**src/rtl/mult_asm_controller.sv**
```systemverilog
// rtl/mult_asm_controller.sv - control FSM for the repeated-addition multiplier datapath
//
// Sequences the datapath through load, optional operand swap, a
// decrement/accumulate loop and result commit, then pulses done.
//
// Optional feature macro: MULT_CTRL_ITER_COUNT_EN
//   defined   -> adds iter_count, the number of LOOP cycles of the last multiply
//   undefined -> no iter_count port or counter
//
// Ports:
//   clk         system clock, posedge
//   rst         asynchronous active-high reset
//   start       multiply request, sampled only in IDLE
//   R1          datapath R1 (loop counter operand), unsigned
//   R2          datapath R2 (addend operand), unsigned
//   Enable3     load operands into R1/R2, clear R3 and R
//   Enable7     exchange R1 and R2
//   Enable10    R3 <= R3 + R2, R1 <= R1 - 1
//   Enable9     R4 <= R3, R <= 1
//   busy        high in every state except IDLE
//   done        one-cycle pulse in the cycle after the result commit
//   iter_count  (optional) LOOP cycles counted since the last LOAD

module mult_asm_controller #(
    parameter int WIDTH = 32
) (
    input  logic             clk,
    input  logic             rst,
    input  logic             start,
    input  logic [WIDTH-1:0] R1,
    input  logic [WIDTH-1:0] R2,
    output logic             Enable3,
    output logic             Enable7,
    output logic             Enable10,
    output logic             Enable9,
    output logic             busy,
`ifdef MULT_CTRL_ITER_COUNT_EN
    output logic             done,
    output logic [WIDTH-1:0] iter_count
`else
    output logic             done
`endif
);

    typedef enum logic [2:0] {
        S_IDLE   = 3'd0,
        S_LOAD   = 3'd1,
        S_CMP    = 3'd2,
        S_SWAP   = 3'd3,
        S_CHECK  = 3'd4,
        S_LOOP   = 3'd5,
        S_FINISH = 3'd6,
        S_DONE   = 3'd7
    } state_t;

    state_t state;
    state_t next_state;

    // R1/R2 already reflect the enable issued in the previous cycle, so
    // every decision here sees post-update datapath values.
    always_comb begin
        next_state = S_IDLE;
        case (state)
            S_IDLE:   next_state = start ? S_LOAD : S_IDLE;
            S_LOAD:   next_state = S_CMP;
            // Keep the smaller operand in the counter to minimise iterations.
            S_CMP:    next_state = (R1 > R2) ? S_SWAP : S_CHECK;
            S_SWAP:   next_state = S_CHECK;
            S_CHECK:  next_state = (R1 == '0) ? S_FINISH : S_LOOP;
            // R1 == 1 means this cycle's decrement is the final one.
            S_LOOP:   next_state = (R1 == WIDTH'(1)) ? S_FINISH : S_LOOP;
            S_FINISH: next_state = S_DONE;
            S_DONE:   next_state = S_IDLE;
            default:  next_state = S_IDLE;
        endcase
    end

    // Outputs are registered from the next state so they line up exactly
    // with the state they belong to, and clear immediately on rst.
    always_ff @(posedge clk or posedge rst) begin
        if (rst) begin
            state    <= S_IDLE;
            Enable3  <= 1'b0;
            Enable7  <= 1'b0;
            Enable10 <= 1'b0;
            Enable9  <= 1'b0;
            busy     <= 1'b0;
            done     <= 1'b0;
        end else begin
            state    <= next_state;
            Enable3  <= (next_state == S_LOAD);
            Enable7  <= (next_state == S_SWAP);
            Enable10 <= (next_state == S_LOOP);
            Enable9  <= (next_state == S_FINISH);
            busy     <= (next_state != S_IDLE);
            done     <= (next_state == S_DONE);
        end
    end

`ifdef MULT_CTRL_ITER_COUNT_EN
    // Holds through FINISH/DONE/IDLE so software can read it after done.
    always_ff @(posedge clk or posedge rst) begin
        if (rst) begin
            iter_count <= '0;
        end else if (state == S_LOAD) begin
            iter_count <= '0;
        end else if (state == S_LOOP) begin
            iter_count <= iter_count + WIDTH'(1);
        end
    end
`endif

endmodule

```
**config.mk**
```make
export PLATFORM = sky130hd
export DESIGN_NAME = mult_asm_controller
export DESIGN_NICKNAME = d
export VERILOG_FILES = /design/src/rtl/mult_asm_controller.sv
export SDC_FILE = /design/constraint.sdc
export NUM_CORES = 1
export LEC_CHECK = 0
export BUFFER_PORTS_ARGS = -buffer_cell sky130_fd_sc_hd__clkbuf_2
export CAP_MARGIN = 10
export CORE_UTILIZATION = 41
export CTS_CLUSTER_SIZE = 8
export DETAILED_ROUTE_END_ITERATION = 10
export PLACE_DENSITY = 0.82
export SETUP_SLACK_MARGIN = 0.02
export SYNTH_ARGS = -nofsm -noshare
export SYNTH_HDL_FRONTEND = slang
export SYNTH_SLANG_ARGS = --single-unit
```
**constraint.sdc**
```tcl
create_clock -name clk -period 1 [get_ports clk]
set_input_delay 0.1 -clock clk [delete_from_list [all_inputs] [get_ports clk]]
set_output_delay 0.1 -clock clk [all_outputs]
set_load 0.1 [all_outputs]
```
======== Yosys cells after proc, flatten, opt, wreduce, memory -nomap -nowiden ========
Cells that the tools add are included.
storage, ports and cells
  register bits after elaboration ......... 9
  bits of input ports ..................... 67
  word-level logic and storage cells ...... 29
cells by class
  order comparisons ....................... 1
  reduce and logical (&&, ||, !) cells .... 3
  eq/ne operators ......................... 13
  mux-type cells .......................... 5
operators by type and width
  operator                                                          count
  32-bit by 1-bit == test with 1-bit output, second input constant  1
  32-bit greater-than comparator                                    1
  32-bit logical NOT                                                1
  3-bit one-hot mux with 8 select lines                             1
  3-bit == test, second input constant                              7
  3-bit by 2-bit == test with 1-bit output, second input constant   3
  3-bit by 1-bit == test with 1-bit output, second input constant   2
  2-bit 2-to-1 mux                                                  2
  3-bit logical NOT                                                 1
  3-bit 2-to-1 mux                                                  1
  3-bit nonzero test                                                1
  1-bit 2-to-1 mux                                                  1

======== Longest topological paths before layout ========
  depth after elaboration ................. 4
  depth in mapped cells ................... 8

======== Worst setup path before layout ========
Ideal clock, no wire load.
  kind .................................... input-to-reg
  from .................................... input R2[14]
  to ...................................... register Enable7
  path buffers ............................ 0
  setup time .............................. 120 ps
  stages .................................. 8
  data required time ...................... 880 ps
  arrival ................................. 1633 ps
  path slack .............................. -752 ps
  path through ............................ inv_1 > ha_1 > nand4_1 > or3_4 > nor3_2 > and3b_1 > a22o_1 > and3_1
between the ends
  longest elaborated chain between the ends .. 4
RTL lines
  item                                      line  RTL
  start, declared                           31    input logic [WIDTH-1:0] R2,
  32-bit greater-than comparator            67    S_CMP: next_state = (R1 > R2) ? S_SWAP : S_CHECK;
  3-bit 2-to-1 mux                          67
  3-bit one-hot mux with 8 select lines     63    case (state)
  3-bit by 2-bit == test with 1-bit output  92    Enable7 <= (next_state == S_SWAP);
  end signal, assigned                      92
  end, declared                             33    output logic Enable7,
Every way passes these cells.

======== Final worst setup path ========
  from .................................... input R1[9]
  to ...................................... register state[0]
between the ends
  longest elaborated chain between the ends .. 3
  elaborated cells on any way between the ends .. 7
  classes of those cells .................. order compare: 1; eq/ne: 1; mux: 4; reduce/logical: 1
RTL lines
  item                                                    line  RTL
  start, declared                                         30    input logic [WIDTH-1:0] R1,
  32-bit greater-than comparator (tied with other cells)  67
  3-bit 2-to-1 mux (tied with other cells)                67
  3-bit one-hot mux with 8 select lines *                 63
  net next_state[0]                                       57    state_t next_state;
  end signal, assigned                                    90    state <= next_state;
  end, declared                                           56    state_t state;
The timed path passes the listed nets; every way through them passes the cells marked *.

==> metrics.txt <==
clk_skew 0.0198 ns; CP top delay family simple AND/OR/NAND/NOR gates; final cycle utilization of the critical path 1.55; CTS buffer count 3; maxcap violations 0; register area 233 um2; die height roughly 59 um; Max transition margin 0.763; crit-path cells clkbuf_2 > ha_4 > nand2_1 > or3_4 > nor3_4 > and3b_2 > a22oi_2 > a32oi_1; Net Switching 518 uW; min Tclk post-route 1.55 ns; met3 global-route usage 0.0349; Peak VDD IR between 0.0002 and 0.0003 V; register area share after synthesis 0.168; violated checks setup timing; post-route setup slack -0.548 ns; adder-cell share of the synthesized area 0.299; Buf+Inv Stages, Crit Path 1; initial antenna violation count 0; max incr delay on CP about 0.4 ns; CTS tree yes; total number of vias 1585; Internal 889 uW; NumNets Final 364; Synth Area in Simple Gates 0.222; Post-Synth XOR/XNOR Area 0.00654; global-route wire length before repair ~6000 um; met2 usage 0.425; number of fill cells in the layout 240; dpl ws -0.836 ns; Final Max Slew Viols 0; Overflow after GRT 0; worst-skew pair later-pin latency around 0.27 ns; DRC Markers 0; arrival time of the worst setup path 1.68 ns; CTS Root Cell clkbuf_4; sequential cell fraction of total power 0.273; Post-Syn Instances 167; Comb power frac 0.524; pin count of the biggest net entering global routing 10; io pins 73; Tot GR Track Use 0.222; Worst Tran Pin Value 0.355 ns; multiplexer area fraction after synthesis 0; WS Path Type input pin to flop; status finished, violations left; CTS Buffer Depth 2; pwr dens 617 mW/mm2; H-tree depth 1; Synth Area per Inst roughly 8 um2; FF+latch count, synth 9; Worst Hold Class input pin to flop; share of cells above drive strength 1 0.523; slowest CP cell or3_4; die extent in x 59.2 um; area grow syn2layout 70.1%; Detailed Routing Iterations Pass 1 4; Synth Area in Compound Gates 0.181; Initial Util 0.435; initial DRC count 54; Clk pwr share 0.203; global route hottest layer met2; wirelength, routed 3970 um; CTS sink cnt 9; Syn Nets 266; number of port buffers 72; Wirelength per Cell roughly 13 um; number of global-route vias before repair 1568; # diodes 0; die area 0.00350 mm2; vias per inst 5.15; crit-path max FO 3; RD Place Congestion 0.842; Crit path required time 1.13 ns; startpoint types input pin; Post-Route Setup TNS -2.05 ns; RSZ-0062 raised after global routing true; Leak 1.20 nW; Distinct cells, synth 37; main combinational cell family by area after synthesis adder cells; DP HPWL approximately 3100 um; total core area ~0.003 mm2; Multi-input gate area roughly 0.0011 mm2; Peak Freq 0.646 GHz; top post-synthesis cells by area ha_1 30%, dfrtp_1 17%, inv_1 9.8%; DRT antenna net count 0; Setup crit end kind flop; GR Util met1 0.231; row count 20; share of the synthesized area in the top cell type 0.299; mapped cell area 0.00134 mm2; setup bufs post-CTS 0; sw frac 0.368; Reg clk slew, reported paths roughly 0.08 ns; Fin. Hold Viols 0; synth warn 0; Setup violations, final 6; cell taking the most area after synthesis ha_1
layer usage:
| metal | share of wire | vias to the layer above |
|---|---|---|
| li1 | - | 789 |
| met5 | 0 | - |
| met1 | 0.37 | 714 |
| met4 | 0.026 | 0 |
| met3 | 0.061 | 10 |
| met2 | 0.54 | 72 |
power by group through the flow:
stage	clock [mW]	combinational [mW]	sequential, mW
after global routing	0.313	0.808	0.385
after floorplan	0	0.349	0.397
after CTS	0.279	0.694	0.384
final	0.286	0.737	0.385
after global placement	0	0.635	0.389
after detailed placement	0	0.658	0.390
through the flow:
stage / hold slack [ns] / utilization / area, um2 / total power [mW] / cells
CTS: 0.0975 / 0.718 / 2210 / 1.36 / 308
floorplan: -0.0724 / - / 1440 / 0.745 / 167
global placement: 0.0452 / 0.678 / 2090 / 1.02 / 303
detailed placement: 0.0564 / 0.678 / 2090 / 1.05 / 303
finish: 0.0879 / 0.741 / 2280 / 1.41 / 308
global route: 0.0799 / 0.741 / 2280 / 1.51 / 308
worst register-to-register path, delay by kind of cell, from the launching register on:
family | cells | cell delay (ns)
simple gates | 2 | 0.46
compound gates | 2 | 0.24
flops | 1 | 0.40
placed cells by master, fill, tap and decap left out, types with 2 or more instances in the layout:
master     n
a21oi_1   16
ha_4       6
buf_12     6
inv_4      2
o211ai_1   2
nand2_1   14
nor4_2     2
nor2_1     6
buf_6      5
dfrtp_1    3
ha_1      26
nand3_1    3
clkbuf_2  62
o21ai_0    4
nor4_4     5
clkbuf_4   3
nand4_1    5
inv_2      3
dfrtp_2    6
nor4_1     2
a211oi_1   2
nor2_2     3
inv_1     28
a211o_1    2
buf_4     19
cells by family after synthesis:
kind of cell / Yosys count
compound gates: 36
xor+xnor: 1
fa+ha+maj: 32
buf+inv: 38
flops: 9
simple gates: 51
timing repair:
action                                  in CTS  in global routing
gates cloned                                 0                  0
endpoints found under the hold margin        9                  0
resized for setup                           13                 17
hold buffers                                 1                  0
endpoints found under the setup margin       7                  7
pin swaps                                    6                  9
sequential cells by signal, indices dropped and copies added, names as in the netlist:
signal and cells:
state 3, Enable10 1, Enable7 1, Enable9 1, done 1, busy 1
Enable3 1
final cells by class:
cell class | instances | share of cell area
Tap cell | 44 | 0.0241
Sequential cell | 9 | 0.102
Clock buffer | 3 | 0.00988
Clock inverter | 1 | 0.00220
Timing Repair Buffer | 96 | 0.300
Inverter | 35 | 0.0675
Multi-Input combinational cell | 120 | 0.495
synth_stat cells:
cell type and n:
nand2_1 15, xnor2_1 1, a22o_1 1, a311oi_1 1
a221oi_1 1, a21oi_1 16, a22oi_2 1, nand4_2 1
o211ai_2 1, and3b_1 1, o211ai_1 2, a221oi_2 1
nor4_1 8, a21boi_1 1, nor3_1 1, nand4_1 5
nor4b_1 1, a211o_1 2, o21ai_0 4, nand4_4 1
inv_1 35, a211oi_1 2, dfrtp_1 9, nor2b_1 1
a21o_1 1, nor2_2 1, nor4_2 1, nor3_2 1
nor2_1 8, nand2b_1 1, or3_4 1, o21ai_1 1
buf_6 3, nand3_1 3, ha_1 32, and3_1 1
a32oi_1 1
path summary, 6_finish.rpt:
path,from,end,slack (ns),cells past startpoint
worst min register to register,state[0]$_DFF_PP0_,Enable3$_DFF_PP0_,0.60,1
worst min-delay path,start,Enable3$_DFF_PP0_,0.09,2
min in group asynchronous,rst,state[2]$_DFF_PP0_,0.32,3
max in group asynchronous,rst,done$_DFF_PP0_,0.38,3
worst max-delay path,R1[9],state[0]$_DFF_PP0_,-0.55,8
worst max register to register,state[1]$_DFF_PP0_,state[0]$_DFF_PP0_,-0.24,4
Note: power is estimated with default switching activity, not from simulation.
